--- src/rtl/pcie_us_cfg_mgmt_arb_if.sv ---
// Request/response and configuration-management signal bundle for pcie_us_cfg_mgmt_arb.
// slave is the arbiter's view; master is the requesters' plus PCIe core's view.
interface pcie_us_cfg_mgmt_arb_if #(
    parameter int PORTS = 2
);
    logic [PORTS-1:0]    s_req_valid;
    logic [PORTS-1:0]    s_req_ready;
    logic [PORTS-1:0]    s_req_write;
    logic [PORTS*10-1:0] s_req_addr;
    logic [PORTS*8-1:0]  s_req_function_number;
    logic [PORTS*32-1:0] s_req_write_data;
    logic [PORTS*4-1:0]  s_req_byte_enable;
    logic [PORTS-1:0]    s_rsp_valid;
    logic [31:0]         s_rsp_data;
    logic                s_rsp_error;

    logic [9:0]          cfg_mgmt_addr;
    logic [7:0]          cfg_mgmt_function_number;
    logic                cfg_mgmt_write;
    logic [31:0]         cfg_mgmt_write_data;
    logic [3:0]          cfg_mgmt_byte_enable;
    logic                cfg_mgmt_read;
    logic [31:0]         cfg_mgmt_read_data;
    logic                cfg_mgmt_read_write_done;

    // Handshake: a request is taken in the single cycle where s_req_valid and
    // s_req_ready are both high; s_rsp_valid is a one-cycle pulse with no backpressure.
    modport slave (
        input  s_req_valid, s_req_write, s_req_addr, s_req_function_number,
               s_req_write_data, s_req_byte_enable,
               cfg_mgmt_read_data, cfg_mgmt_read_write_done,
        output s_req_ready, s_rsp_valid, s_rsp_data, s_rsp_error,
               cfg_mgmt_addr, cfg_mgmt_function_number, cfg_mgmt_write,
               cfg_mgmt_write_data, cfg_mgmt_byte_enable, cfg_mgmt_read
    );

    modport master (
        output s_req_valid, s_req_write, s_req_addr, s_req_function_number,
               s_req_write_data, s_req_byte_enable,
               cfg_mgmt_read_data, cfg_mgmt_read_write_done,
        input  s_req_ready, s_rsp_valid, s_rsp_data, s_rsp_error,
               cfg_mgmt_addr, cfg_mgmt_function_number, cfg_mgmt_write,
               cfg_mgmt_write_data, cfg_mgmt_byte_enable, cfg_mgmt_read
    );
endinterface

--- src/rtl/pcie_us_cfg_mgmt_arb.sv ---
// Round-robin arbiter sharing the PCIe core cfg_mgmt port between PORTS requesters.
// Optional done-wait timeout enabled by macro PCIE_US_CFG_MGMT_ARB_TIMEOUT_EN.
module pcie_us_cfg_mgmt_arb #(
    parameter int PORTS   = 2,
    parameter int TIMEOUT = 255
) (
    input  logic                         clk,
    input  logic                         rst_n,
    pcie_us_cfg_mgmt_arb_if.slave        bus,
    output logic [1:0]                   dbg_state
);
    localparam int PW = (PORTS > 1) ? $clog2(PORTS) : 1;

    localparam logic [1:0] ST_IDLE  = 2'd0;
    localparam logic [1:0] ST_ISSUE = 2'd1;
    localparam logic [1:0] ST_RESP  = 2'd2;

    if (PORTS < 1 || PORTS > 8 || TIMEOUT < 1 || TIMEOUT > 65535) begin : g_param_check
        $error("pcie_us_cfg_mgmt_arb: PORTS or TIMEOUT out of range");
    end

    logic [1:0]       state;
    logic [PW-1:0]    ptr;
    logic [PW-1:0]    gnt_q;
    logic [PW-1:0]    gnt_idx;
    logic [PW-1:0]    ptr_next;
    logic             gnt_any;
    logic [PORTS-1:0] req_ready;
    logic [PORTS-1:0] rsp_valid;
    logic [31:0]      rsp_data;
    logic [9:0]       mgmt_addr;
    logic [7:0]       mgmt_fn;
    logic             mgmt_write;
    logic [31:0]      mgmt_wdata;
    logic [3:0]       mgmt_be;
    logic             mgmt_read;

    // Search from ptr upward first, then wrap to the ports below ptr.
    always_comb begin
        gnt_any = 1'b0;
        gnt_idx = '0;
        for (int j = 0; j < PORTS; j++) begin
            if (!gnt_any && j >= int'(ptr) && bus.s_req_valid[j]) begin
                gnt_any = 1'b1;
                gnt_idx = PW'(j);
            end
        end
        for (int j = 0; j < PORTS; j++) begin
            if (!gnt_any && j < int'(ptr) && bus.s_req_valid[j]) begin
                gnt_any = 1'b1;
                gnt_idx = PW'(j);
            end
        end
    end

    always_comb begin
        ptr_next = (int'(gnt_idx) == PORTS - 1) ? '0 : gnt_idx + PW'(1);
    end

    // Ready is gated by rst_n so no accept pulse can appear while reset is held.
    always_comb begin
        req_ready = '0;
        if (rst_n && state == ST_IDLE && gnt_any) begin
            req_ready[gnt_idx] = 1'b1;
        end
    end

`ifdef PCIE_US_CFG_MGMT_ARB_TIMEOUT_EN
    logic [15:0] cnt;
    logic        rsp_error;
`endif

    always_ff @(posedge clk or negedge rst_n) begin
        if (!rst_n) begin
            state      <= ST_IDLE;
            ptr        <= '0;
            gnt_q      <= '0;
            rsp_valid  <= '0;
            rsp_data   <= '0;
            mgmt_addr  <= '0;
            mgmt_fn    <= '0;
            mgmt_write <= 1'b0;
            mgmt_wdata <= '0;
            mgmt_be    <= '0;
            mgmt_read  <= 1'b0;
`ifdef PCIE_US_CFG_MGMT_ARB_TIMEOUT_EN
            cnt        <= '0;
            rsp_error  <= 1'b0;
`endif
        end else begin
            rsp_valid <= '0;
            case (state)
                ST_IDLE: begin
                    if (gnt_any) begin
                        gnt_q      <= gnt_idx;
                        ptr        <= ptr_next;
                        mgmt_addr  <= bus.s_req_addr[int'(gnt_idx)*10 +: 10];
                        mgmt_fn    <= bus.s_req_function_number[int'(gnt_idx)*8 +: 8];
                        mgmt_wdata <= bus.s_req_write_data[int'(gnt_idx)*32 +: 32];
                        mgmt_be    <= bus.s_req_byte_enable[int'(gnt_idx)*4 +: 4];
                        mgmt_write <= bus.s_req_write[gnt_idx];
                        mgmt_read  <= ~bus.s_req_write[gnt_idx];
`ifdef PCIE_US_CFG_MGMT_ARB_TIMEOUT_EN
                        cnt        <= 16'(TIMEOUT);
`endif
                        state      <= ST_ISSUE;
                    end
                end
                ST_ISSUE: begin
                    // Done takes priority over an expiring counter in the same cycle.
                    if (bus.cfg_mgmt_read_write_done) begin
                        rsp_data         <= mgmt_write ? 32'd0 : bus.cfg_mgmt_read_data;
                        rsp_valid[gnt_q] <= 1'b1;
                        mgmt_write       <= 1'b0;
                        mgmt_read        <= 1'b0;
`ifdef PCIE_US_CFG_MGMT_ARB_TIMEOUT_EN
                        rsp_error        <= 1'b0;
`endif
                        state            <= ST_RESP;
                    end
`ifdef PCIE_US_CFG_MGMT_ARB_TIMEOUT_EN
                    else if (cnt == 16'd1) begin
                        rsp_data         <= 32'd0;
                        rsp_error        <= 1'b1;
                        rsp_valid[gnt_q] <= 1'b1;
                        mgmt_write       <= 1'b0;
                        mgmt_read        <= 1'b0;
                        cnt              <= '0;
                        state            <= ST_RESP;
                    end else begin
                        cnt <= cnt - 16'd1;
                    end
`endif
                end
                ST_RESP: begin
                    state <= ST_IDLE;
                end
                default: begin
                    state <= ST_IDLE;
                end
            endcase
        end
    end

    assign bus.s_req_ready              = req_ready;
    assign bus.s_rsp_valid              = rsp_valid;
    assign bus.s_rsp_data               = rsp_data;
`ifdef PCIE_US_CFG_MGMT_ARB_TIMEOUT_EN
    assign bus.s_rsp_error              = rsp_error;
`else
    assign bus.s_rsp_error              = 1'b0;
`endif
    assign bus.cfg_mgmt_addr            = mgmt_addr;
    assign bus.cfg_mgmt_function_number = mgmt_fn;
    assign bus.cfg_mgmt_write           = mgmt_write;
    assign bus.cfg_mgmt_write_data      = mgmt_wdata;
    assign bus.cfg_mgmt_byte_enable     = mgmt_be;
    assign bus.cfg_mgmt_read            = mgmt_read;
    assign dbg_state                    = state;

endmodule

--- src/flat_wrapper.sv ---
// flat-port wrapper written by rule: the top's interface ports become plain ports
module pcie_us_cfg_mgmt_arb_flat 
#(
    parameter int PORTS   = 2,
    parameter int TIMEOUT = 255
)
  (clk, rst_n, dbg_state, bus_s_req_valid, bus_s_req_write, bus_s_req_addr, bus_s_req_function_number, bus_s_req_write_data, bus_s_req_byte_enable, bus_cfg_mgmt_read_data, bus_cfg_mgmt_read_write_done, bus_s_req_ready, bus_s_rsp_valid, bus_s_rsp_data, bus_s_rsp_error, bus_cfg_mgmt_addr, bus_cfg_mgmt_function_number, bus_cfg_mgmt_write, bus_cfg_mgmt_write_data, bus_cfg_mgmt_byte_enable, bus_cfg_mgmt_read);
  pcie_us_cfg_mgmt_arb_if #(.PORTS(PORTS)) bus_i ();
  input  logic clk;
  input  logic rst_n;
  output logic [1:0] dbg_state;
  input wire logic [$bits(bus_i.s_req_valid)-1:0] bus_s_req_valid;
  input wire logic [$bits(bus_i.s_req_write)-1:0] bus_s_req_write;
  input wire logic [$bits(bus_i.s_req_addr)-1:0] bus_s_req_addr;
  input wire logic [$bits(bus_i.s_req_function_number)-1:0] bus_s_req_function_number;
  input wire logic [$bits(bus_i.s_req_write_data)-1:0] bus_s_req_write_data;
  input wire logic [$bits(bus_i.s_req_byte_enable)-1:0] bus_s_req_byte_enable;
  input wire logic [$bits(bus_i.cfg_mgmt_read_data)-1:0] bus_cfg_mgmt_read_data;
  input wire logic [$bits(bus_i.cfg_mgmt_read_write_done)-1:0] bus_cfg_mgmt_read_write_done;
  output wire logic [$bits(bus_i.s_req_ready)-1:0] bus_s_req_ready;
  output wire logic [$bits(bus_i.s_rsp_valid)-1:0] bus_s_rsp_valid;
  output wire logic [$bits(bus_i.s_rsp_data)-1:0] bus_s_rsp_data;
  output wire logic [$bits(bus_i.s_rsp_error)-1:0] bus_s_rsp_error;
  output wire logic [$bits(bus_i.cfg_mgmt_addr)-1:0] bus_cfg_mgmt_addr;
  output wire logic [$bits(bus_i.cfg_mgmt_function_number)-1:0] bus_cfg_mgmt_function_number;
  output wire logic [$bits(bus_i.cfg_mgmt_write)-1:0] bus_cfg_mgmt_write;
  output wire logic [$bits(bus_i.cfg_mgmt_write_data)-1:0] bus_cfg_mgmt_write_data;
  output wire logic [$bits(bus_i.cfg_mgmt_byte_enable)-1:0] bus_cfg_mgmt_byte_enable;
  output wire logic [$bits(bus_i.cfg_mgmt_read)-1:0] bus_cfg_mgmt_read;
  assign bus_i.s_req_valid = bus_s_req_valid;
  assign bus_i.s_req_write = bus_s_req_write;
  assign bus_i.s_req_addr = bus_s_req_addr;
  assign bus_i.s_req_function_number = bus_s_req_function_number;
  assign bus_i.s_req_write_data = bus_s_req_write_data;
  assign bus_i.s_req_byte_enable = bus_s_req_byte_enable;
  assign bus_i.cfg_mgmt_read_data = bus_cfg_mgmt_read_data;
  assign bus_i.cfg_mgmt_read_write_done = bus_cfg_mgmt_read_write_done;
  assign bus_s_req_ready = bus_i.s_req_ready;
  assign bus_s_rsp_valid = bus_i.s_rsp_valid;
  assign bus_s_rsp_data = bus_i.s_rsp_data;
  assign bus_s_rsp_error = bus_i.s_rsp_error;
  assign bus_cfg_mgmt_addr = bus_i.cfg_mgmt_addr;
  assign bus_cfg_mgmt_function_number = bus_i.cfg_mgmt_function_number;
  assign bus_cfg_mgmt_write = bus_i.cfg_mgmt_write;
  assign bus_cfg_mgmt_write_data = bus_i.cfg_mgmt_write_data;
  assign bus_cfg_mgmt_byte_enable = bus_i.cfg_mgmt_byte_enable;
  assign bus_cfg_mgmt_read = bus_i.cfg_mgmt_read;
  pcie_us_cfg_mgmt_arb #(.PORTS(PORTS), .TIMEOUT(TIMEOUT)) u_core (.clk(clk), .rst_n(rst_n), .bus(bus_i), .dbg_state(dbg_state));
endmodule
--- config.mk ---
export PLATFORM = sky130hd
export DESIGN_NAME = pcie_us_cfg_mgmt_arb_flat
export DESIGN_NICKNAME = d
export VERILOG_FILES = /design/src/rtl/pcie_us_cfg_mgmt_arb_if.sv /design/src/rtl/pcie_us_cfg_mgmt_arb.sv /design/src/flat_wrapper.sv
export SDC_FILE = /design/constraint.sdc
export NUM_CORES = 1
export LEC_CHECK = 0
export ABC_AREA = 0
export CORE_MARGIN = 4
export CORE_UTILIZATION = 38
export DETAILED_ROUTE_END_ITERATION = 6
export GPL_TIMING_DRIVEN = 0
export PLACE_DENSITY = 0.89
export SYNTH_ARGS = -nofsm -noshare
export SYNTH_HDL_FRONTEND = slang
export SYNTH_SLANG_ARGS = --single-unit
--- constraint.sdc ---
create_clock -name clk -period 2.1 [get_ports clk]
set_clock_uncertainty 0.15 [all_clocks]
set_input_delay 0.21 -clock clk [delete_from_list [all_inputs] [get_ports clk]]
set_output_delay 0.21 -clock clk [all_outputs]
set_load 0.005 [all_outputs]
-- Word-level counts from Yosys, hierarchy flattened
Index checks and enable logic that the tools add are counted.
W data, S select, Z words.
- bits in registers: 94
- output and inout port bits: 95
- $add $sub $neg: 1
- multiply operators: 1
- $lt $le $gt $ge: 6
- equality and inequality tests: 3
- shift-type cells: 4
- muxes and demuxes: 24
- bitwise gates (word level): 1
- reduce and logical (&&, ||, !) cells: 16
- operators by type and width (operator ; number):
    $shiftx A64 B7 Y32 ; 1
    $mux W32 ; 1
    $shiftx A20 B32 Y10 ; 1
    $shiftx A16 B5 Y8 ; 1
    $mux W1 ; 13
    $mux W2 ; 5
    $logic_and A1 B1 Y1 ; 8
    $shiftx A8 B4 Y4 ; 1
    $reduce_and A2 Y1 ; 3
    $lt A1 B2 Y1 const B ; 2
    $mul A1 B3 Y4 const B ; 1
    $pmux W1 S2 ; 2
    $pmux W2 S2 ; 1
    $reduce_and A3 Y1 ; 1
    $demux W1 S1 ; 2
    $eq A2 B1 Y1 const B ; 1
    $ge A1 B1 Y1 const B ; 2
    $logic_not A1 Y1 ; 2
    $logic_not A2 Y1 ; 1
    $ne A2 B1 Y1 const B ; 1
    $ne A2 B2 Y1 const B ; 1
    $reduce_bool A2 Y1 ; 1
    $add A1 B1 Y1 const B ; 1
    $ge A1 B1 Y1 const A ; 1
    other kinds (2) ; 2

-- Depth between registers and ports, before layout
- word-level depth: 15
- gate-level depth with buffers: 5

-- Worst setup path before layout
Ideal clock, no wire load.
- path type: reg2out
- start: register u_core.state[1], in the netlist u_core.dbg_state[1]
- end: output port bus_s_req_ready[1]
- data arrival time: 1.255 ns
- required time: 1.740 ns
- slack: 0.485 ns
- cell stages (with the launch flop): 5
- cells stage by stage: dfrtp_1 > nor4_1 > buf_2 > buf_2 > and2_1
- cells in the longest elaborated chain, start to end: 4
- ends and longest elaborated chain (what ; RTL line ; text):
    from (decl) ; pcie_us_cfg_mgmt_arb.sv:22 ; logic [1:0] state;
    from (signal assigned) ; pcie_us_cfg_mgmt_arb.sv:75 ; state <= ST_IDLE;
    from (signal assigned) ; pcie_us_cfg_mgmt_arb.sv:106 ; state <= ST_ISSUE;
    from (signal assigned) ; pcie_us_cfg_mgmt_arb.sv:119 ; state <= ST_RESP;
    $logic_not A2 Y1 ; pcie_us_cfg_mgmt_arb.sv:63 ; if (rst_n && state == ST_IDLE && gnt_any) begin
    $logic_and A1 B1 Y1 (2 in series) ; pcie_us_cfg_mgmt_arb.sv:63 ;
    $mux W2 ; pcie_us_cfg_mgmt_arb.sv:63 ;
    to (decl) ; flat_wrapper.sv:20 ; output wire logic [$bits(bus_i.s_req_ready)-1:0] bus_s_req_ready;
Every way passes these cells.

-- Final worst setup path
- start: register u_core.ptr
- end: register u_core.mgmt_fn[7], in the netlist u_core.bus.cfg_mgmt_function_number[7]
- cells in the longest elaborated chain, start to end: 11
- elaborated cells between the ends (all ways): 15
- those cells by class: order compare (2); shift (1); mux (5); reduce/logical (7)
- ends and longest elaborated chain (what ; RTL line ; text):
    from (decl) ; pcie_us_cfg_mgmt_arb.sv:23 ; logic [PW-1:0] ptr;
    from (signal assigned) ; pcie_us_cfg_mgmt_arb.sv:96 ; ptr <= ptr_next;
    $ge A1 B1 Y1 ; pcie_us_cfg_mgmt_arb.sv:43 ; if (!gnt_any && j >= int'(ptr) && bus.s_req_valid[j]) begin
    $logic_and A1 B1 Y1 ; pcie_us_cfg_mgmt_arb.sv:43 ;
    $mux W1 ; pcie_us_cfg_mgmt_arb.sv:43 ;
    $logic_not A1 Y1 ; pcie_us_cfg_mgmt_arb.sv:43 ;
    $logic_and A1 B1 Y1 ; pcie_us_cfg_mgmt_arb.sv:43 ;
    $mux W1 ; pcie_us_cfg_mgmt_arb.sv:43 ;
    $logic_not A1 Y1 ; pcie_us_cfg_mgmt_arb.sv:49 ; if (!gnt_any && j < int'(ptr) && bus.s_req_valid[j]) begin
    $logic_and A1 B1 Y1 (2 in series) ; pcie_us_cfg_mgmt_arb.sv:49 ;
    $mux W1 ; pcie_us_cfg_mgmt_arb.sv:49 ;
    $shiftx A16 B5 Y8 / $reduce_and A2 Y1 (equally long branches) ; - ;
    to (signal assigned) ; pcie_us_cfg_mgmt_arb.sv:98 ; mgmt_fn <= bus.s_req_function_number[int'(gnt_idx)*8 +: 8];
    to (decl) ; pcie_us_cfg_mgmt_arb.sv:32 ; logic [7:0] mgmt_fn;
Parallel ways exist; a longest one is shown, timed or not.
A chain may end at the register's enable or synchronous reset.

==> impl_metrics.env <==
export IMPL_status="finished with violations"
export IMPL_path_cells="nor2b_1, nor4_4, buf_6, buf_4, buf_4, buf_4, a221o_1"
export IMPL_worst_slew_pin_slew_ns=0.698
export IMPL_ir_drop_v=0.000578
export IMPL_drc_errors=0
export IMPL_dr_pass1_iters=5
export IMPL_chipHeight_um=112
export IMPL_maxCapViolCount=0
export IMPL_synth_area_um2=4120
export IMPL_slowest_delay_ns=0.41
export IMPL_min_delay_path_class="in -> async"
export IMPL_grt_pass1_vias=4304
export IMPL_root_buffer="clkbuf_8"
export IMPL_slew_viol_final=0
export IMPL_critical_path_class="reg -> reg"
export IMPL_slew_headroom_pct=53.5
export IMPL_synth_top_area_share_pct=57.1
export IMPL_start_util_pct=39.4
export IMPL_netlist_instances=359
export IMPL_area_growth_pct=69.8
export IMPL_grt_setup_unrepaired="false"
export IMPL_synthArstFlopShare_pct=100
export IMPL_grt_max_degree=55
export IMPL_fin_nets=766
export IMPL_grt_overflow=0
export IMPL_hold_viol_final=51
export IMPL_cts_tree="built"
export IMPL_port_buffers=240
export IMPL_ant_nets=0
export IMPL_avgSynthCellArea_um2=11.5
export IMPL_antenna_found_initial=0
export IMPL_critPathArrivalTime_ns=2.10
export IMPL_synth_edf_count=0
export IMPL_layout_drive_gt1_share_pct=8.17
export IMPL_synth_nets=506
export IMPL_diodes=0
export IMPL_clk_pin_slew_ns=0.10
export IMPL_gp_congestion=0.852
export IMPL_drt_iter0_markers=257
export IMPL_design_area_um2=7000
export IMPL_synth_most_common_cell="dfrtp_1"
export IMPL_ys_flop_type="dfrtp_1"
export IMPL_vias=4020
export IMPL_required_ns=2.17
export IMPL_coreArea_um2=10500
export IMPL_crit_path_end_kind="register"
export IMPL_max_clock_path_buffers=2
export IMPL_die_x_um=112
export IMPL_period_share_pct=96.3
export IMPL_ys_ff_latch=94
export IMPL_grt_pass1_wl_um=22700
export IMPL_setup_violations=0
export IMPL_min_period_ns=2.02
export IMPL_path_common_cell="buf_4"
export IMPL_cp_max_fo=10
export IMPL_track_usage_pct=22.7
export IMPL_nFillCells=822
export IMPL_violations="hold timing"
export IMPL_ys_top_cells_by_count="dfrtp_1 (94), a221o_1 (54), a21boi_0 (52)"
export IMPL_cts_buffers=9
export IMPL_clkLatencyLatePin_ns=0.35
export IMPL_max_freq_mhz=494
export IMPL_totalWireLength_um=14600
export IMPL_ios=242
export IMPL_p_per_area_nw_per_um2=1230
export IMPL_die_area_um2=12600
export IMPL_leakagePower_nw=2.92
export IMPL_startpoint_type="register"
export IMPL_hpwl_um=11100
export IMPL_clock_sinks=94
export IMPL_synthDistinctLibCells=26
export IMPL_ys_top_cells_by_area="dfrtp_1 (57%), a221o_1 (13%), a21boi_0 (9.5%)"
export IMPL_num_rows=37
export IMPL_ys_seq_area_share_pct=57.1
export IMPL_holdWs_ns=-0.255
export IMPL_placed_cell_area_um2=6710
export IMPL_htree_levels=3
export IMPL_synth_largest_area_cell="dfrtp_1"
export IMPL_crit_slowest_cell="dfrtp_1"
export IMPL_wl_per_cell_um=19.2
export IMPL_yosys_warnings=0
export IMPL_avgViaCountPerCell=5.29
## repair_timing
action | CTS | global route
gates resized for setup | 17 | 2
endpoints found under the setup margin | 2 | 13
endpoints found under the hold margin | 51 | 51
pin swaps | 2 | 1
buffers inserted | 8 | 2
## where the power goes
group          total, W  switching [W]  internal (W)
sequential      0.00305       0.000456       0.00260
clock           0.00112       0.000625      0.000493
combinational   0.00441        0.00174       0.00267
total           0.00858        0.00282       0.00576
## final timing paths
kind	slack, ns	from	endpoint	cells past startpoint
worst min register to register	0.31	u_core.gnt_q	u_core.bus.s_rsp_valid[0]	1
worst max register to register	0.08	u_core.ptr	u_core.bus.cfg_mgmt_function_number[7]	7
min in group clk	0.22	bus_s_req_valid[1]	u_core.bus.cfg_mgmt_write	3
worst max-delay path	0.08	u_core.ptr	u_core.bus.cfg_mgmt_function_number[7]	7
worst min-delay path	-0.26	rst_n	u_core.bus.cfg_mgmt_write_data[7]	1
max in group asynchronous	1.37	rst_n	u_core.bus.cfg_mgmt_write_data[31]	2
## registers in the layout, summed over array words and instances (netlist names)
register / count
u_core.bus.cfg_mgmt_read: 1
u_core.bus.s_rsp_valid: 2
u_core.bus.cfg_mgmt_write: 1
u_core.bus.s_rsp_data: 32
u_core.bus.cfg_mgmt_addr: 10
u_core.bus.cfg_mgmt_byte_enable: 4
u_core.bus.cfg_mgmt_write_data: 32
u_core.dbg_state: 2
u_core.gnt_q: 1
u_core.bus.cfg_mgmt_function_number: 8
u_core.ptr: 1
## area by class of cell
cell class	count	area (um2)	share of cell area [%]
clock inverters	5	33.8	0.483
well taps	136	170	2.43
multi-input cells	228	1600	22.8
plain buffers	33	194	2.77
clock buffers	11	151	2.16
flip-flops and latches	94	2350	33.7
repair buffers	251	2490	35.6
inverters	2	7.51	0.107
## metal layers
metal / GRT usage [%] / wire, um / part of all wire, % / vias to the layer above
met5: 0 / 0 / 0 / -
met4: 7.69 / 307 / 2.1 / 0
met3: 7.17 / 1340 / 9.2 / 25
met2: 39.8 / 7250 / 50 / 219
met1: 26.2 / 5700 / 39 / 1937
li1: - / - / - / 1839
## metrics by stage
stage	setup TNS (ns)	setup WS, ns	cells	total power (W)	util [%]
2_1_floorplan	0	0.485	359	0.00482	-
3_3_place_gp	-254.50	-2.84	735	0.00714	64.0
3_5_place_dp	-2.69	-0.712	736	0.00732	64.1
4_1_cts	-0.00304	-0.00304	758	0.00861	66.8
5_1_grt	0	0.000308	760	0.00916	66.9
6_report	0	0.0772	760	0.00858	66.9
## worst max-delay path: cells and delay by family, from the launching register on
kind | cells | cell delay (ns)
simple gates | 2 | 0.35
compound gates | 1 | 0.31
flops | 1 | 0.41
buf+inv | 4 | 0.68
## cell usage in the layout (no fill, tap or decap)
master | netlist | layout
buf_12 | 0 | 1
clkinvlp_4 | 0 | 2
a21o_1 | 2 | 2
a21boi_1 | 2 | 2
nor2_4 | 0 | 1
or2_2 | 1 | 1
conb_1 | 1 | 1
clkdlybuf4s50_1 | 0 | 236
o21ai_0 | 32 | 32
nor2_1 | 2 | 1
dfrtp_2 | 0 | 2
clkbuf_4 | 0 | 1
clkinv_4 | 0 | 1
a22oi_1 | 1 | 1
clkinv_2 | 0 | 2
dfrtp_1 | 94 | 92
a21oi_1 | 1 | 1
a31oi_1 | 1 | 1
buf_2 | 9 | 6
nand2_1 | 34 | 34
nor4_4 | 0 | 1
nand2b_1 | 33 | 33
buf_8 | 0 | 1
dlygate4sd2_1 | 0 | 2
and3_4 | 0 | 1
inv_1 | 2 | 2
and2_1 | 4 | 4
clkbuf_8 | 0 | 11
a21boi_0 | 52 | 52
nor2b_1 | 1 | 1
a32o_1 | 1 | 1
buf_6 | 4 | 4
o21ai_1 | 2 | 2
nand3b_1 | 2 | 2
a221o_1 | 54 | 54
buf_4 | 5 | 16
clkbuf_1 | 17 | 17
## kinds of logic (layout without fill, tap and decap cells)
logic type | Yosys count | count (layout) | synth area share, %
other | 1 | 1 | 0.0910
buffers and inverters | 37 | 302 | 4.83
flip-flops | 94 | 94 | 57.1
AO/OA/AOI/OAI | 148 | 148 | 28.1
AND/OR/NAND/NOR | 79 | 79 | 9.87
Power figures use the tool's default switching activity.
